## src/rtl/fetch_queue_nw_if.sv

```systemverilog
// Fetch front-end bundle: control inputs from the pipeline, imem request and
// response, and the N-wide decode-side output slots.
//   master : driver side (pipeline control, imem response, decode consumer)
//   slave  : the fetch queue itself
interface fetch_queue_nw_if #(
  parameter int FETCH_W = 2,
  parameter int PC_W    = 32,
  parameter int INSTR_W = 32,
  parameter int QDEPTH  = 8
);
  localparam int CW = $clog2(QDEPTH) + 1;

  logic                       fetch_en;
  logic                       redirect_en;
  logic [PC_W-1:0]            redirect_pc;
  logic                       out_ready;
  logic [FETCH_W-1:0]         if_valid;
  logic [FETCH_W*PC_W-1:0]    if_pc;
  logic [FETCH_W*INSTR_W-1:0] if_instr;
  logic                       imem_req;
  logic [PC_W-1:0]            imem_addr;
  logic [FETCH_W*INSTR_W-1:0] imem_rdata;
  logic [CW-1:0]              q_count;

  modport master (
    output fetch_en, redirect_en, redirect_pc, out_ready, imem_rdata,
    input  if_valid, if_pc, if_instr, imem_req, imem_addr, q_count
  );

  modport slave (
    input  fetch_en, redirect_en, redirect_pc, out_ready, imem_rdata,
    output if_valid, if_pc, if_instr, imem_req, imem_addr, q_count
  );
endinterface

```

## src/rtl/fetch_queue_nw.sv

```systemverilog
// N-wide instruction fetch front end with an instruction queue.
// Issues block-aligned reads to a 1-cycle-latency wide BRAM port, enqueues the
// slots from the start slot of the fetch PC upward, and presents up to FETCH_W
// queue entries per cycle to decode. A redirect flushes the queue and drops
// any response that arrives in the redirect cycle.
//
// Ports:
//   clk, reset            clock, synchronous active-low reset
//   bus (slave modport)   fetch_en, redirect_en, redirect_pc, out_ready,
//                         imem_req/imem_addr/imem_rdata, if_valid/if_pc/if_instr,
//                         q_count
//   perf_empty_cyc        (FETCH_PERF_EN only) cycles with empty queue and fetch_en
//   perf_flush_drop       (FETCH_PERF_EN only) entries/slots discarded by redirects
//
// Optional feature macro: FETCH_PERF_EN (saturating performance counters).
module fetch_queue_nw #(
  parameter int              FETCH_W  = 2,
  parameter int              PC_W     = 32,
  parameter int              INSTR_W  = 32,
  parameter int              QDEPTH   = 8,
  parameter logic [PC_W-1:0] RESET_PC = '0
) (
  input  logic        clk,
  input  logic        reset,
  fetch_queue_nw_if.slave bus
`ifdef FETCH_PERF_EN
  ,
  output logic [31:0] perf_empty_cyc,
  output logic [31:0] perf_flush_drop
`endif
);

  localparam int QW = $clog2(QDEPTH);
  localparam int CW = QW + 1;
  localparam int SW = (FETCH_W > 1) ? $clog2(FETCH_W) : 1;

  localparam logic [PC_W-1:0] OFF_MASK  = PC_W'(FETCH_W * 4 - 1);
  localparam logic [PC_W-1:0] BLK_BYTES = PC_W'(FETCH_W * 4);
  localparam logic [SW-1:0]   SLOT_MASK = SW'(FETCH_W - 1);
  localparam logic [CW-1:0]   FW_C      = CW'(FETCH_W);
  localparam logic [CW:0]     FW_X      = (CW + 1)'(FETCH_W);
  localparam logic [CW:0]     QD_X      = (CW + 1)'(QDEPTH);

  logic [PC_W-1:0]    pc;
  logic [QW-1:0]      head;
  logic [QW-1:0]      tail;
  logic [CW-1:0]      count;
  logic               inflight_v;
  logic [PC_W-1:0]    inflight_base;
  logic [SW-1:0]      inflight_s;

  logic [PC_W-1:0]    q_pc    [QDEPTH];
  logic [INSTR_W-1:0] q_instr [QDEPTH];

  logic [PC_W-1:0]    fetch_base;
  logic [SW-1:0]      start_slot;
  logic [CW:0]        room_need;
  logic               issue;
  logic               resp_take;
  logic [CW-1:0]      enq_n;
  logic [CW-1:0]      out_n;
  logic [CW-1:0]      pop_n;

  assign fetch_base = pc & ~OFF_MASK;
  assign start_slot = SW'(pc >> 2) & SLOT_MASK;

  // Space check counts the outstanding block as a full FETCH_W and ignores
  // this cycle's dequeue, so a response can always be absorbed.
  assign room_need = {1'b0, count} + (inflight_v ? FW_X : '0) + FW_X;
  assign issue     = reset && bus.fetch_en && !bus.redirect_en && (room_need <= QD_X);

  assign resp_take = inflight_v && !bus.redirect_en;
  assign enq_n     = resp_take ? (FW_C - CW'(inflight_s)) : '0;
  assign out_n     = (count > FW_C) ? FW_C : count;
  assign pop_n     = bus.out_ready ? out_n : '0;

  assign bus.imem_req  = issue;
  assign bus.imem_addr = reset ? fetch_base : '0;
  assign bus.q_count   = count;

  // Output slots read straight from the queue; invalid slots are driven to 0.
  always_comb begin
    bus.if_valid = '0;
    bus.if_pc    = '0;
    bus.if_instr = '0;
    for (int i = 0; i < FETCH_W; i++) begin
      if (count > CW'(i)) begin
        bus.if_valid[i]                  = 1'b1;
        bus.if_pc[i*PC_W +: PC_W]        = q_pc[head + QW'(i)];
        bus.if_instr[i*INSTR_W +: INSTR_W] = q_instr[head + QW'(i)];
      end
    end
  end

  always_ff @(posedge clk) begin
    if (!reset) begin
      pc            <= RESET_PC;
      head          <= '0;
      tail          <= '0;
      count         <= '0;
      inflight_v    <= 1'b0;
      inflight_base <= '0;
      inflight_s    <= '0;
    end else if (bus.redirect_en) begin
      pc         <= {bus.redirect_pc[PC_W-1:2], 2'b00};
      head       <= '0;
      tail       <= '0;
      count      <= '0;
      inflight_v <= 1'b0;
    end else begin
      inflight_v <= issue;
      if (issue) begin
        pc            <= fetch_base + BLK_BYTES;
        inflight_base <= fetch_base;
        inflight_s    <= start_slot;
      end
      tail  <= tail + QW'(enq_n);
      head  <= head + QW'(pop_n);
      count <= count + enq_n - pop_n;
    end
  end

  // Slot i of the response lands at tail + (i - start slot); slots below the
  // start slot belong to addresses before the fetch PC and are dropped.
  always_ff @(posedge clk) begin
    if (reset && resp_take) begin
      for (int i = 0; i < FETCH_W; i++) begin
        if (i >= int'(inflight_s)) begin
          q_pc[tail + QW'(i) - QW'(inflight_s)]    <= inflight_base + PC_W'(4 * i);
          q_instr[tail + QW'(i) - QW'(inflight_s)] <= bus.imem_rdata[i*INSTR_W +: INSTR_W];
        end
      end
    end
  end

`ifdef FETCH_PERF_EN
  logic [31:0] drop_n;
  logic [32:0] drop_sum;

  assign drop_n   = 32'(count) + (inflight_v ? (32'(FETCH_W) - 32'(inflight_s)) : 32'd0);
  assign drop_sum = {1'b0, perf_flush_drop} + {1'b0, drop_n};

  always_ff @(posedge clk) begin
    if (!reset) begin
      perf_empty_cyc  <= '0;
      perf_flush_drop <= '0;
    end else begin
      if (bus.fetch_en && (count == '0) && (perf_empty_cyc != '1))
        perf_empty_cyc <= perf_empty_cyc + 32'd1;
      if (bus.redirect_en)
        perf_flush_drop <= drop_sum[32] ? '1 : drop_sum[31:0];
    end
  end
`endif

endmodule

```

## src/flat_wrapper.sv

```systemverilog
// flat-port wrapper written by rule: the top's interface ports become plain ports
module fetch_queue_nw_flat 
#(
  parameter int              FETCH_W  = 2,
  parameter int              PC_W     = 32,
  parameter int              INSTR_W  = 32,
  parameter int              QDEPTH   = 8,
  parameter logic [PC_W-1:0] RESET_PC = '0
)
  (clk, reset, bus_fetch_en, bus_redirect_en, bus_redirect_pc, bus_out_ready, bus_imem_rdata, bus_if_valid, bus_if_pc, bus_if_instr, bus_imem_req, bus_imem_addr, bus_q_count);
  fetch_queue_nw_if #(.FETCH_W(FETCH_W), .PC_W(PC_W), .INSTR_W(INSTR_W), .QDEPTH(QDEPTH)) bus_i ();
  input  logic clk;
  input  logic reset;
  input wire logic [$bits(bus_i.fetch_en)-1:0] bus_fetch_en;
  input wire logic [$bits(bus_i.redirect_en)-1:0] bus_redirect_en;
  input wire logic [$bits(bus_i.redirect_pc)-1:0] bus_redirect_pc;
  input wire logic [$bits(bus_i.out_ready)-1:0] bus_out_ready;
  input wire logic [$bits(bus_i.imem_rdata)-1:0] bus_imem_rdata;
  output wire logic [$bits(bus_i.if_valid)-1:0] bus_if_valid;
  output wire logic [$bits(bus_i.if_pc)-1:0] bus_if_pc;
  output wire logic [$bits(bus_i.if_instr)-1:0] bus_if_instr;
  output wire logic [$bits(bus_i.imem_req)-1:0] bus_imem_req;
  output wire logic [$bits(bus_i.imem_addr)-1:0] bus_imem_addr;
  output wire logic [$bits(bus_i.q_count)-1:0] bus_q_count;
  assign bus_i.fetch_en = bus_fetch_en;
  assign bus_i.redirect_en = bus_redirect_en;
  assign bus_i.redirect_pc = bus_redirect_pc;
  assign bus_i.out_ready = bus_out_ready;
  assign bus_i.imem_rdata = bus_imem_rdata;
  assign bus_if_valid = bus_i.if_valid;
  assign bus_if_pc = bus_i.if_pc;
  assign bus_if_instr = bus_i.if_instr;
  assign bus_imem_req = bus_i.imem_req;
  assign bus_imem_addr = bus_i.imem_addr;
  assign bus_q_count = bus_i.q_count;
  fetch_queue_nw #(.FETCH_W(FETCH_W), .PC_W(PC_W), .INSTR_W(INSTR_W), .QDEPTH(QDEPTH), .RESET_PC(RESET_PC)) u_core (.clk(clk), .reset(reset), .bus(bus_i));
endmodule
```

## config.mk

```make
export PLATFORM = sky130hd
export DESIGN_NAME = fetch_queue_nw_flat
export DESIGN_NICKNAME = d
export VERILOG_FILES = /design/src/rtl/fetch_queue_nw_if.sv /design/src/rtl/fetch_queue_nw.sv /design/src/flat_wrapper.sv
export SDC_FILE = /design/constraint.sdc
export NUM_CORES = 1
export LEC_CHECK = 0
export CORE_ASPECT_RATIO = 1.25
export CORE_UTILIZATION = 45
export DETAILED_ROUTE_END_ITERATION = 8
export SLEW_MARGIN = 0
export SYNTH_ARGS = -nofsm -noshare
export SYNTH_HDL_FRONTEND = slang
export SYNTH_SLANG_ARGS = --single-unit
```

## constraint.sdc

```tcl
create_clock -name clk -period 5.2 [get_ports clk]
set_input_delay 1.04 -clock clk [delete_from_list [all_inputs] [get_ports clk]]
set_output_delay 1.04 -clock clk [all_outputs]
set_load 0.02 [all_outputs]
```

==> results_dict.tcl, run 1 <==
set metrics [dict create \
    status "completed" \
    dieHeight_um 296.0 \
    nets 2541 \
    crit_slowest_cell "buf_4" \
    period_minus_slack_ns 4.617 \
    hold_buffers 0 \
    worstSkewPairLatency_ns 0.63 \
    start_util 0.4556 \
    power_density_nw_per_um2 312.3 \
    dp_worst_setup_slack_ns 0.9732 \
    cp.arrival_ns 3.58 \
    io_pins 268 \
    vias_per_cell 5.976 \
    root_buffer "clkbuf_16" \
    synth_seq_cells 567 \
    fillers 5681 \
    grt_start_max_net_pins 126 \
    finalCritPeriodShare 0.8879 \
    ys.flop_type "edfxtp_1" \
    grt_pass1_vias 20637 \
    synth_edf_count 488 \
    max_stage_delay_ns 0.63 \
    io_buffer_count 258 \
    route.detailed.drc 0 \
    critPathLaunchType "flip-flop" \
    ant_nets 0 \
    coreArea_um2 68280 \
    hold_violations 0 \
    crit_top_cell "buf_4" \
    power.share.switching 0.2715 \
    intPower_uw 8365 \
    cts_resized 0 \
    cts_made_buffers 58 \
    grt_pass1_wl_mm 129.1 \
    vias 19967 \
    globalRouteTotalUtil 0.2492 \
    power_frac_comb 0.188 \
    h-tree-depth 2 \
    fmaxAchievable_ghz 0.2166 \
    row_count 107 \
    place_hpwl_mm 51.58 \
    totalWireLength_mm 87.98 \
    setup-tns-final_ns 0 \
    slew_headroom 0.2526 \
    crit_type "flip-flop to output port" \
    cap_violations 0 \
    finalSetupViolations 0 \
    clk_path_buf_depth 3 \
    total_leakage_power_uw 0.01147 \
    fin_skew_ns 0.02296 \
    p_switching_uw 3118 \
    worstPathMaxFanout 38 \
    power_frac_seq 0.436 \
    synth-seq-area-share 0.5219 \
    seq_area_um2 16250 \
    synthArstFlopShare 0 \
    rsz0062_at_grt "false" \
    vdd_drop_max_mv 0.2435 \
    end_kind "output port" \
    clk_pin_slew_ns 0.06 \
    syn_inst 2214 \
    grt-ovfl-total 0 \
    avgSynthCellArea_um2 14.05 \
    hold_class "flip-flop to flip-flop" \
    synthDistinctLibCells 59 \
    grt_antenna_before_repair 1 \
    worstPathRequired_ns 4.16 \
    drive_above_1_share 0.2800 \
    placed_cell_area_um2 34780 \
    setup_ws_ns 0.5830 \
    dr.pass1.iters 7 \
    wl_per_cell_um 26.33 \
    drv_slew 0 \
    fin_util 0.5385 \
    fp.dieW_um 237.2 \
    clock-sinks 567 \
    multi_input_area_um2 14150 \
    post_cts_buffers 0 \
    synth_area_um2 31110 \
    tritoncts "built" \
    worst_slew_pin_slew_ns 1.112 \
    p_clk_frac 0.376 \
    crit_chain "buf_4 -> buf_4 -> mux4_2 -> mux2i_1 -> nor2_1 -> clkdlybuf4s50_1" \
    dieArea_um2 70190 \
    place.gp.congestion 0.8165 \
    yosysWarnings 0 \
    drtIter0Drc 1405 \
    area_growth_pct 18.19 \
    final_cell_area_um2 36770 \
    finalPower_uw 11480 \
]
-- stage by stage --
stage / instances / hold WS (ns)
floorplan: 2220 / 0.4291
global placement: 3230 / 0.4440
detailed placement: 3230 / 0.4478
CTS: 3340 / 0.4572
global route: 3341 / 0.4684
finish: 3341 / 0.4617
-- power groups by stage --
stage | Sequential (uW) | Combinational, uW | Clock [uW]
after floorplan | 5080 | 1140 | 0
after global placement | 5100 | 2150 | 0
after detailed placement | 5110 | 2170 | 0
after CTS | 5010 | 2170 | 4400
after global routing | 5010 | 2280 | 4560
final | 5010 | 2150 | 4320
-- cells by family after synthesis --
family	count (synthesis)	synth area share
fa+ha+maj	22	0.009814
xor+xnor	17	0.004787
compound gates	166	0.03069
buf+inv	202	0.02852
other cells	1	0.0001206
flops	567	0.5219
mux	570	0.2936
simple gates	669	0.1105
-- cells in the final DEF, fill, tap and decap left out, types with 6 or more instances in the layout --
cell type,count
clkbuf_16,62
nor3_1,6
mux2i_1,62
buf_4,40
mux4_2,248
buf_12,15
inv_1,24
and2_1,208
or3_1,7
xnor2_1,8
xor2_1,7
ha_1,17
mux2_2,260
clkbuf_1,8
a21oi_1,115
nor2b_1,59
nand2_1,237
clkdlybuf4s50_1,258
o211ai_1,6
a31oi_1,8
nand4_1,14
clkbuf_8,11
edfxtp_1,488
nor2_1,78
nand3_1,17
conb_1,7
dfxtp_1,76
clkinv_2,16
-- final timing paths --
check	slack [ns]	start	to	cells after the start
max reg2reg	1.91	u_core.bus.q_count[1]	u_core.pc[25]	11
max	0.58	u_core.head[0]	bus_if_instr[21]	6
min	0.46	u_core.pc[2]	u_core.inflight_s	2
min reg2reg	0.46	u_core.pc[2]	u_core.inflight_s	2
-- cell type report --
cell class	count	area share
inverter	27	0.002825
timing repair buffer	313	0.08657
antenna	1	0.00006806
sequential	567	0.4419
multi-input combinational	1451	0.3849
clock buffer	81	0.04713
clock inverter	29	0.006942
tap	872	0.02968
-- layer usage --
layer / GRT usage / vias up / part of all wire
met5: 0 / - / 0
met4: 0.06955 / 0 / 0.024
met3: 0.03342 / 119 / 0.057
met2: 0.4389 / 644 / 0.51
met1: 0.3229 / 10334 / 0.41
li1: - / 8870 / -
-- synth_stat cells, types with 5 or more instances --
library cell / n / area [um2]
and4_1: 5 / 43.79
and2_1: 208 / 1301
a31oi_1: 8 / 50.05
mux2i_1: 62 / 620.6
nor3_1: 6 / 30.03
nor2_1: 78 / 292.8
ha_1: 18 / 225.2
nor4_1: 5 / 31.28
mux2_2: 260 / 2928
buf_2: 59 / 295.3
a21oi_1: 117 / 585.6
a21o_1: 5 / 37.54
nand2b_1: 5 / 31.28
nand4_1: 14 / 87.58
o311ai_0: 5 / 43.79
nor2b_1: 59 / 369.1
xnor2_1: 9 / 78.83
nand2_1: 239 / 897.1
clkbuf_2: 5 / 25.02
clkbuf_1: 79 / 296.5
and3_1: 6 / 37.54
nand3_1: 21 / 105.1
buf_4: 13 / 97.59
edfxtp_1: 488 / 14650
inv_1: 26 / 97.59
xor2_1: 8 / 70.07
dfxtp_1: 79 / 1582
buf_1: 19 / 71.32
o211ai_1: 6 / 45.04
or3_1: 7 / 43.79
mux4_2: 248 / 5585
-- flip-flops by register name (all words and copies together) (netlist names) --
| signal | flops |
|---|---|
| u_core.q_instr | 256 |
| u_core.q_pc | 240 |
| u_core.pc | 30 |
| u_core.inflight_base | 29 |
| u_core.bus.q_count | 4 |
| u_core.head | 3 |
| u_core.tail | 3 |
| u_core.inflight_s | 1 |
| u_core.inflight_v | 1 |
-- critical path, delay by kind of cell, from the launching register on --
family / cells / cell delay [ns]
and+or+nand+nor: 1 / 0.08
muxes: 2 / 0.75
DFF: 1 / 0.40
buffers and inverters: 3 / 1.70
No activity file was read; power rests on OpenSTA's default activity.
==> inputs of run 2 (changes only) <==
Clock period 5.2 ns to 5 ns, I/O delays scaled along.
==> results_dict.tcl, run 2 (same netlist as run 1, synthesis figures left out) <==
set metrics [dict create \
    cts_resized 0 \
    hold_buffers 0 \
    worst_slew_pin_slew_ns 1.106 \
    slew_headroom 0.2562 \
    layout_commonest_cell "edfxtp_1" \
    grt-ovfl-total 0 \
    critPathLaunchType "flip-flop" \
    io_buffer_count 258 \
    grt_pass1_wl_mm 128.7 \
    globalRouteTotalUtil 0.2486 \
    io_pins 268 \
    dieHeight_um 296.0 \
    dr.pass1.iters 5 \
    area_growth_pct 18.33 \
    drive_above_1_share 0.2784 \
    intPower_uw 8582 \
    drv_slew 0 \
    p_switching_uw 3235 \
    coreArea_um2 68280 \
    wl_per_cell_um 26.14 \
    drtIter0Drc 1302 \
    fp.dieW_um 237.2 \
    totalWireLength_mm 87.45 \
    end_kind "output port" \
    setup_ws_ns 0.4058 \
    power_frac_seq 0.441 \
    dp_worst_setup_slack_ns 0.8072 \
    period_minus_slack_ns 4.594 \
    setup-tns-final_ns 0 \
    vdd_drop_max_mv 0.2158 \
    rsz0062_at_grt "false" \
    final_cell_mix "edfxtp_1 (488), mux2_2 (260), clkdlybuf4s50_1 (258)" \
    wl_met1_mm 34.91 \
    start_util 0.4556 \
    place_hpwl_mm 51.97 \
    status "completed" \
    hold_violations 0 \
    place.gp.congestion 0.8242 \
    grt_start_max_net_pins 126 \
    regMostFlops "u_core.q_instr" \
    tritoncts "built" \
    fmaxAchievable_ghz 0.2177 \
    worstSkewPairLatency_ns 0.62 \
    total_leakage_power_uw 0.01145 \
    clock-sinks 567 \
    worstPathMaxFanout 41 \
    p_clk_frac 0.369 \
    cp.arrival_ns 3.59 \
    grt_pass1_vias 20470 \
    post_cts_buffers 0 \
    clk_path_buf_depth 3 \
    route.detailed.drc 0 \
    h-tree-depth 2 \
    crit_type "flip-flop to output port" \
    wl_met2_mm 45.25 \
    worstPathRequired_ns 4.00 \
    largest_reg_flops 256 \
    top_regs "u_core.q_instr (256), u_core.q_pc (240), u_core.pc (30)" \
    grt_antenna_before_repair 6 \
    root_buffer "clkbuf_16" \
    vias 19940 \
    dieArea_um2 70190 \
    power_density_nw_per_um2 321.1 \
    hold_class "flip-flop to flip-flop" \
    ant_nets 0 \
    cts_made_buffers 58 \
    vias_per_cell 5.961 \
    power.share.switching 0.2737 \
    fin_skew_ns 0.01082 \
    finalCritPeriodShare 0.9188 \
    clk_pin_slew_ns 0.06 \
    nets 2548 \
    highest_layer "met5" \
    row_count 107 \
    power_frac_comb 0.190 \
    cap_violations 0 \
    met3_length_mm 4.748 \
    finalSetupViolations 0 \
]
[run 2: cell types whose count changed in the layout (fill, tap and decap cells not counted), moves of 3 or more]
cell,previous run,this run
buf_12,15,22
clkbuf_1,8,13
clkbuf_16,62,58
clkbuf_8,11,7
clkinv_2,16,11
clkinvlp_4,1,4
[run 2: power groups by stage]
stage | sequential, uW | combinational, uW | clock, uW
final | 5210 | 2250 | 4360
after global routing | 5210 | 2380 | 4600
after CTS | 5200 | 2270 | 4450
after detailed placement | 5310 | 2270 | 0
after global placement | 5300 | 2250 | 0
after floorplan | 5290 | 1190 | 0
[run 2: worst max-delay path, stage by stage, from the launching register on]
cell and delay (ns):
dfxtp_4 0.39, buf_4 0.46, buf_4 0.65, mux4_2 0.59, mux2i_1 0.16, nor2_1 0.08
clkdlybuf4s50_1 0.59
[run 2: layer usage]
layer | vias up | global-route usage
li1 | 8885 | -
met1 | 10315 | 0.3045
met2 | 591 | 0.4450
met3 | 141 | 0.04235
met4 | 8 | 0.08293
met5 | - | 0
[run 2: through the flow]
step                      instance area (um2)  hold WS, ns    util  cells  total power, uW
after floorplan                         31130       0.4291       -   2220             6474
after global placement                  34920       0.4438  0.5114   3237             7549
after detailed placement                34920       0.4486  0.5114   3237             7571
after CTS                               36800       0.4566  0.5390   3343            11920
after global routing                    36810       0.4814  0.5391   3345            12200
final                                   36810       0.4546  0.5391   3345            11820
[run 2: final timing paths]
path,from,to,slack (ns),depth (start not counted)
worst max-delay path,u_core.head[0],bus_if_instr[25],0.41,6
worst max register to register,u_core.bus.q_count[1],u_core.pc[25],1.74,11
worst min-delay path,u_core.q_pc[6][2],u_core.q_pc[6][2],0.45,2
worst min register to register,u_core.q_pc[6][2],u_core.q_pc[6][2],0.45,2
[run 2: layout make-up]
cell class,instances,area (um2)
fillers,5761,31470
flip-flops and latches,567,16250
multi-input cells,1451,14150
repair buffers,320,3323
clock buffers,78,1597
well taps,872,1091
clock inverters,28,290.3
inverters,27,103.9
diodes,2,5.005
